**src/rtl/uart_pkg.sv**
```systemverilog
// uart_pkg: definitions shared by the UART TX arbiter files.
//   NUM_REQ_MAX : upper bound on the number of requesters (legal range 1..8)
//   state_t     : arbiter FSM encoding. ST_HDR is only reachable when the
//                 arbiter is built with UART_TX_ARB_HDR_EN.
package uart_pkg;

  localparam int NUM_REQ_MAX = 8;

  localparam logic [1:0] ST_IDLE_ENC = 2'd0;
  localparam logic [1:0] ST_SEND_ENC = 2'd1;
  localparam logic [1:0] ST_WAIT_ENC = 2'd2;
  localparam logic [1:0] ST_HDR_ENC  = 2'd3;

  typedef enum logic [1:0] {
    ST_IDLE = ST_IDLE_ENC,
    ST_SEND = ST_SEND_ENC,
    ST_WAIT = ST_WAIT_ENC,
    ST_HDR  = ST_HDR_ENC
  } state_t;

endpackage

```
**src/rtl/uart_rr_pick.sv**
```systemverilog
// uart_rr_pick: combinational round-robin picker.
//   REQ_VALID : per-requester request flags
//   rr_ptr    : index where the search starts (searching upward, wrapping)
//   idx       : first valid index at or above rr_ptr (modulo NUM_REQ)
//   any_valid : at least one request is present; idx is meaningless otherwise
module uart_rr_pick
  import uart_pkg::*;
#(
  parameter int NUM_REQ = 4,
  parameter int IDX_W   = (NUM_REQ > 1) ? $clog2(NUM_REQ) : 1
) (
  input  logic [NUM_REQ-1:0] REQ_VALID,
  input  logic [IDX_W-1:0]   rr_ptr,
  output logic [IDX_W-1:0]   idx,
  output logic               any_valid
);

  int cand;

  always_comb begin
    idx       = '0;
    any_valid = 1'b0;
    cand      = 0;
    for (int k = 0; k < NUM_REQ; k++) begin
      cand = int'(rr_ptr) + k;
      if (cand >= NUM_REQ) cand = cand - NUM_REQ;
      // First hit wins; later candidates are ignored once any_valid is set.
      if (!any_valid && REQ_VALID[IDX_W'(cand)]) begin
        idx       = IDX_W'(cand);
        any_valid = 1'b1;
      end
    end
  end

endmodule

```
**src/rtl/uart_tx_arbiter.sv**
```systemverilog
// uart_tx_arbiter: shares one UART transmitter among NUM_REQ byte-stream
// requesters. One requester owns the transmitter for a whole message (first
// accepted byte through the byte flagged REQ_LAST); owners rotate round-robin.
// Each byte is started with a one-cycle TX_DRDY pulse and the next byte is not
// offered until the UART reports TX_DONE.
//
// Build option: define UART_TX_ARB_HDR_EN to precede every message with one
// header byte holding the grant index (zero-extended). Default build has no
// header.
//
// Ports:
//   CLK, RST   : clock, asynchronous active-high reset
//   REQ_VALID  : requester i has a byte on REQ_DATA[i*DATA_BITS +: DATA_BITS]
//   REQ_DATA   : packed requester bytes
//   REQ_LAST   : current byte of requester i ends its message
//   REQ_READY  : byte of the granted requester accepted this cycle
//   GRANT      : one-hot transmitter owner, zero when idle
//   TX_DI      : registered byte to the UART
//   TX_DRDY    : registered one-cycle start pulse to the UART
//   TX_BUSY    : UART transmitter busy
//   TX_DONE    : UART frame-complete pulse
module uart_tx_arbiter
  import uart_pkg::*;
#(
  parameter int NUM_REQ   = 4,
  parameter int DATA_BITS = 8,
  parameter int IDX_W     = (NUM_REQ > 1) ? $clog2(NUM_REQ) : 1
) (
  input  logic                         CLK,
  input  logic                         RST,
  input  logic [NUM_REQ-1:0]           REQ_VALID,
  input  logic [NUM_REQ*DATA_BITS-1:0] REQ_DATA,
  input  logic [NUM_REQ-1:0]           REQ_LAST,
  output logic [NUM_REQ-1:0]           REQ_READY,
  output logic [NUM_REQ-1:0]           GRANT,
  output logic [DATA_BITS-1:0]         TX_DI,
  output logic                         TX_DRDY,
  input  logic                         TX_BUSY,
  input  logic                         TX_DONE
);

  state_t               state;
  logic [IDX_W-1:0]     g_idx;
  logic [IDX_W-1:0]     rr_ptr;
  logic                 last_q;
  logic [IDX_W-1:0]     pick_idx;
  logic                 pick_any;
  logic [IDX_W-1:0]     next_ptr;
  logic [DATA_BITS-1:0] sel_data;
  logic                 sel_last;
  logic                 handshake;
`ifdef UART_TX_ARB_HDR_EN
  logic                 hdr_issued;
`endif

  uart_rr_pick #(
    .NUM_REQ (NUM_REQ),
    .IDX_W   (IDX_W)
  ) u_pick (
    .REQ_VALID (REQ_VALID),
    .rr_ptr    (rr_ptr),
    .idx       (pick_idx),
    .any_valid (pick_any)
  );

  // Ready only reaches the owner, and only while the UART can take a byte.
  assign REQ_READY = (state == ST_SEND && !TX_BUSY) ? GRANT : '0;
  assign handshake = |(REQ_VALID & REQ_READY);
  assign next_ptr  = (g_idx == IDX_W'(NUM_REQ - 1)) ? '0 : g_idx + 1'b1;

  // GRANT is one-hot, so an OR-style mux selects the owner's byte and flag.
  always_comb begin
    sel_data = '0;
    sel_last = 1'b0;
    for (int i = 0; i < NUM_REQ; i++) begin
      if (GRANT[i]) begin
        sel_data = REQ_DATA[i*DATA_BITS +: DATA_BITS];
        sel_last = REQ_LAST[i];
      end
    end
  end

  always_ff @(posedge CLK or posedge RST) begin
    if (RST) begin
      state      <= ST_IDLE;
      GRANT      <= '0;
      g_idx      <= '0;
      rr_ptr     <= '0;
      last_q     <= 1'b0;
      TX_DI      <= '0;
      TX_DRDY    <= 1'b0;
`ifdef UART_TX_ARB_HDR_EN
      hdr_issued <= 1'b0;
`endif
    end else begin
      TX_DRDY <= 1'b0;
      case (state)
        ST_IDLE: begin
          if (pick_any) begin
            g_idx <= pick_idx;
            GRANT <= NUM_REQ'(1) << pick_idx;
`ifdef UART_TX_ARB_HDR_EN
            state <= ST_HDR;
`else
            state <= ST_SEND;
`endif
          end
        end
`ifdef UART_TX_ARB_HDR_EN
        // Header is started once, then held here until its frame completes.
        ST_HDR: begin
          if (!hdr_issued) begin
            if (!TX_BUSY) begin
              TX_DI      <= DATA_BITS'(g_idx);
              TX_DRDY    <= 1'b1;
              hdr_issued <= 1'b1;
            end
          end else if (TX_DONE) begin
            hdr_issued <= 1'b0;
            state      <= ST_SEND;
          end
        end
`endif
        // Grant is held here indefinitely if the owner stalls mid-message.
        ST_SEND: begin
          if (handshake) begin
            TX_DI   <= sel_data;
            TX_DRDY <= 1'b1;
            last_q  <= sel_last;
            state   <= ST_WAIT;
          end
        end
        ST_WAIT: begin
          if (TX_DONE) begin
            if (last_q) begin
              GRANT  <= '0;
              rr_ptr <= next_ptr;
              state  <= ST_IDLE;
            end else begin
              state  <= ST_SEND;
            end
          end
        end
        default: state <= ST_IDLE;
      endcase
    end
  end

endmodule

```
**config.mk**
```make
export PLATFORM = sky130hd
export DESIGN_NAME = uart_tx_arbiter
export DESIGN_NICKNAME = d
export VERILOG_FILES = /design/src/rtl/uart_pkg.sv /design/src/rtl/uart_rr_pick.sv /design/src/rtl/uart_tx_arbiter.sv
export SDC_FILE = /design/constraint.sdc
export NUM_CORES = 1
export LEC_CHECK = 0
export CAP_MARGIN = 20
export CORE_MARGIN = 2
export CORE_UTILIZATION = 39
export DETAILED_ROUTE_END_ITERATION = 8
export GPL_ROUTABILITY_DRIVEN = 1
export PLACE_DENSITY = 0.88
export SLEW_MARGIN = 10
export SYNTH_ARGS = -nofsm -noshare
export SYNTH_HDL_FRONTEND = slang
export SYNTH_SLANG_ARGS = --single-unit
export TNS_END_PERCENT = 10
```
**constraint.sdc**
```tcl
create_clock -name CLK -period 1.8 [get_ports CLK]
set_input_delay 0.27 -clock CLK [delete_from_list [all_inputs] [get_ports CLK]]
set_output_delay 0.27 -clock CLK [all_outputs]
set_load 0.02 [all_outputs]
```
==> run summary <==
Setup TNS Final: 0 ps
Total routing usage reported by global routing: 20.5%
Fraction of the core area covered by cells at the end of the flow: 64.2%
Area Growth Syn to Fin: 60.8%
Most common cell in the synthesized netlist: dfrtp_1
Synthesized netlist net count: 173
Fraction of layout cells with a size suffix above 1: 10.4%
Hold Fails Final Rpt: 0
Logic gate share of total power: 14.0%
Clock latency at the later pin of the worst-skew pair: 300 ps
Top post-synthesis cells by area: dfrtp_1 42%, a211o_1 6.6%, a221oi_1 6.6%
DRT iter0 DRCs: 36
Met2 capacity usage during global routing: 38.3%
Clock buffer count from CTS: 3
Num rows: 20
Wire length of the first global-routing pass: 5.47 mm
Sort of element at the end of the critical path: output pin
Mean instance size in the synthesized netlist: 9.29 um2
Num Clock Sinks: 20
Post-route worst hold slack: 291 ps
Rel. slew slack: 73.6%
Number of flops mapped to enable cells by yosys: 0
Register bit total from synthesis: 20
Upper clock frequency limit: 584 MHz
Slew at the pin closest to its max-slew limit: 392 ps
Critical-path maximum fanout: 5
First-pass detailed-route iteration total: 4
Initial cell density of the core: 39.9%
Hold-fix buffers at CTS: 0
Setup violation total in the final timing report: 0
Routed wire length: 3.46 mm
Vias after detailed routing: 1242
Clock tree root driver cell: clkbuf_4
Clock-pin slew on the worst setup and hold paths: 120 ps
Total DRC errors in the routed layout: 0
Die height: 59.2 um
Total Nets Final: 238
Die area: 0.00351 mm2
Non-Filler Instances: 225
Final slew viol count: 0
Post-synthesis cell count: 128
Count of maximum capacitance violations: 0
Average routed wire per standard cell: 15.4 um
Standby leakage power: 0.000824 uW
Required time at the worst-slack endpoint: 1530 ps
Floorplan Core Area: 0.00298 mm2
Via count normalized by instance count: 5.52
Category of the worst setup path launch point: flop
Proportion of synthesized flip-flops having asynchronous set or reset: 100%
CP arrival: 1440 ps
Total design power: 949 uW
Setup fix buffers added after clock tree synthesis: 0
Minimum period implied by the final worst setup slack: 1710 ps
Met3 Use GR: 3.06%
CTS tree: done
Global routing usage on met1: 22.5%
Sw frac: 19.5%
Library cells used by synthesis: 37
Area share of the leading cell type in the synthesized netlist: 42.1%
P_int: 765 uW
Unrepaired setup endpoints after global routing: no
Worst setup path category: reg -> out
Routability congestion estimate: 0.771
Run status: completed
Number of diodes: 0
Ranking of synthesized cells by instance count: 20 x dfrtp_1, 13 x inv_1, 12 x nand2_1, 12 x nor2_1
Setup skew after layout: 7.76 ps
Number of placed instances, taps included: 221
Final ANT Viol Nets: 0
Number of buffers inserted by port buffering: 60
Initial antenna violation count: 0
Pin count of the biggest net entering global routing: 21
Horizontal die dimension: 59.2 um
Number of global-route vias before repair: 1281
GRT Residual Overflow: 0
Mapped cell area: 0.00119 mm2
Biggest area consumer among synthesized cells: dfrtp_1
CTS H-tree depth: 1
Warning count from the yosys run: 0
Classification of the worst-slack hold path: in -> async
Buffer levels on the longest clock path: 2
Global-route layer with the greatest usage: met2
Power share of the clock group: 38.7%
Power per unit of standard cell area: 497 mW/mm2
Share of the yosys chip area belonging to registers: 42.1%
Net switching component of the power: 185 uW
Sum of net half-perimeters after detailed placement: 2.76 mm
Reg power frac: 47.3%
Predominant post-synthesis flop cell: dfrtp_1
Ports: 61
Final critical-path share of the clock period: 95.1%
Worst-case vdd ir drop: 286 uV
[cells by family after synthesis]
group                    share of synthesized area (%)
buffers and inverters                             7.47
flip-flops                                        42.1
AND/OR/NAND/NOR                                   16.7
AO/OA/AOI/OAI                                     30.8
multiplexers                                      1.79
adder cells (fa/ha/maj)                           1.05
[worst max-delay path: stages (launching register included)]
cell and delay (ps):
dfrtp_1 450, nor3b_4 250, and2_1 150, clkdlybuf4s15_1 290
[worst paths after layout]
check                          from      endpoint  slack [ps]  depth (start not counted)
min in group CLK           g_idx[0]     rr_ptr[0]         500                          1
min reg2reg                g_idx[0]     rr_ptr[0]         500                          1
max in group asynchronous       RST        last_q        1300                          3
max reg2reg                GRANT[1]      TX_DI[1]         240                          6
max                        state[1]  REQ_READY[2]          90                          3
min                             RST      TX_DI[4]         290                          3
[power by group through the flow]
stage	logic [uW]	clock network, uW	registers (uW)
after floorplan	22.2	0	458
after CTS	134	368	449
after global placement	127	0	458
after global routing	143	391	449
after detailed placement	133	0	458
final	133	367	449
[state kept, by name (all words and copies together), names as in the netlist]
register and flops:
TX_DRDY 1, rr_ptr 2, state 2, GRANT 4
last_q 1, g_idx 2, TX_DI 8
[cell type report]
cell class | count | area (um2)
fillers | 252 | 1070
repair buffers | 68 | 663
multi-input cells | 87 | 606
flip-flops and latches | 20 | 500
inverters | 13 | 48.8
well taps | 33 | 41.3
clock inverters | 1 | 30.0
clock buffers | 3 | 22.5
[routing by layer]
metal	up-vias	share of wire (%)
li1	595	-
met1	587	38
met2	54	53
met3	6	7.2
met4	0	2.1
met5	-	0
[what timing repair did]
action / 4_1_cts / 5_1_grt
cloned: 0 / 0
endpoints found under the setup margin: 4 / 4
resized for setup: 4 / 7
[stage by stage]
stage          instance area [um2]  worst slack, ps
6_report                      1910             88.7
5_1_grt                       1910            0.258
4_1_cts                       1910             16.5
3_5_place_dp                  1860             -176
3_3_place_gp                  1860             -120
2_1_floorplan                 1190              471
[placed cells by master, fill, tap and decap left out, types with 2 or more instances in the layout]
cell type,count
nor2_1,12
a21oi_1,2
dfrtp_1,20
nor2b_1,2
clkdlybuf4s50_1,56
clkbuf_4,3
nand2_1,12
clkdlybuf4s15_1,2
inv_1,13
clkbuf_2,2
a31oi_1,9
buf_4,7
a22oi_1,2
o2bb2ai_1,2
a211o_1,9
a221oi_1,9
a22o_1,2
nor3_1,2
and2_1,4
(Power assumes the default switching activity.)
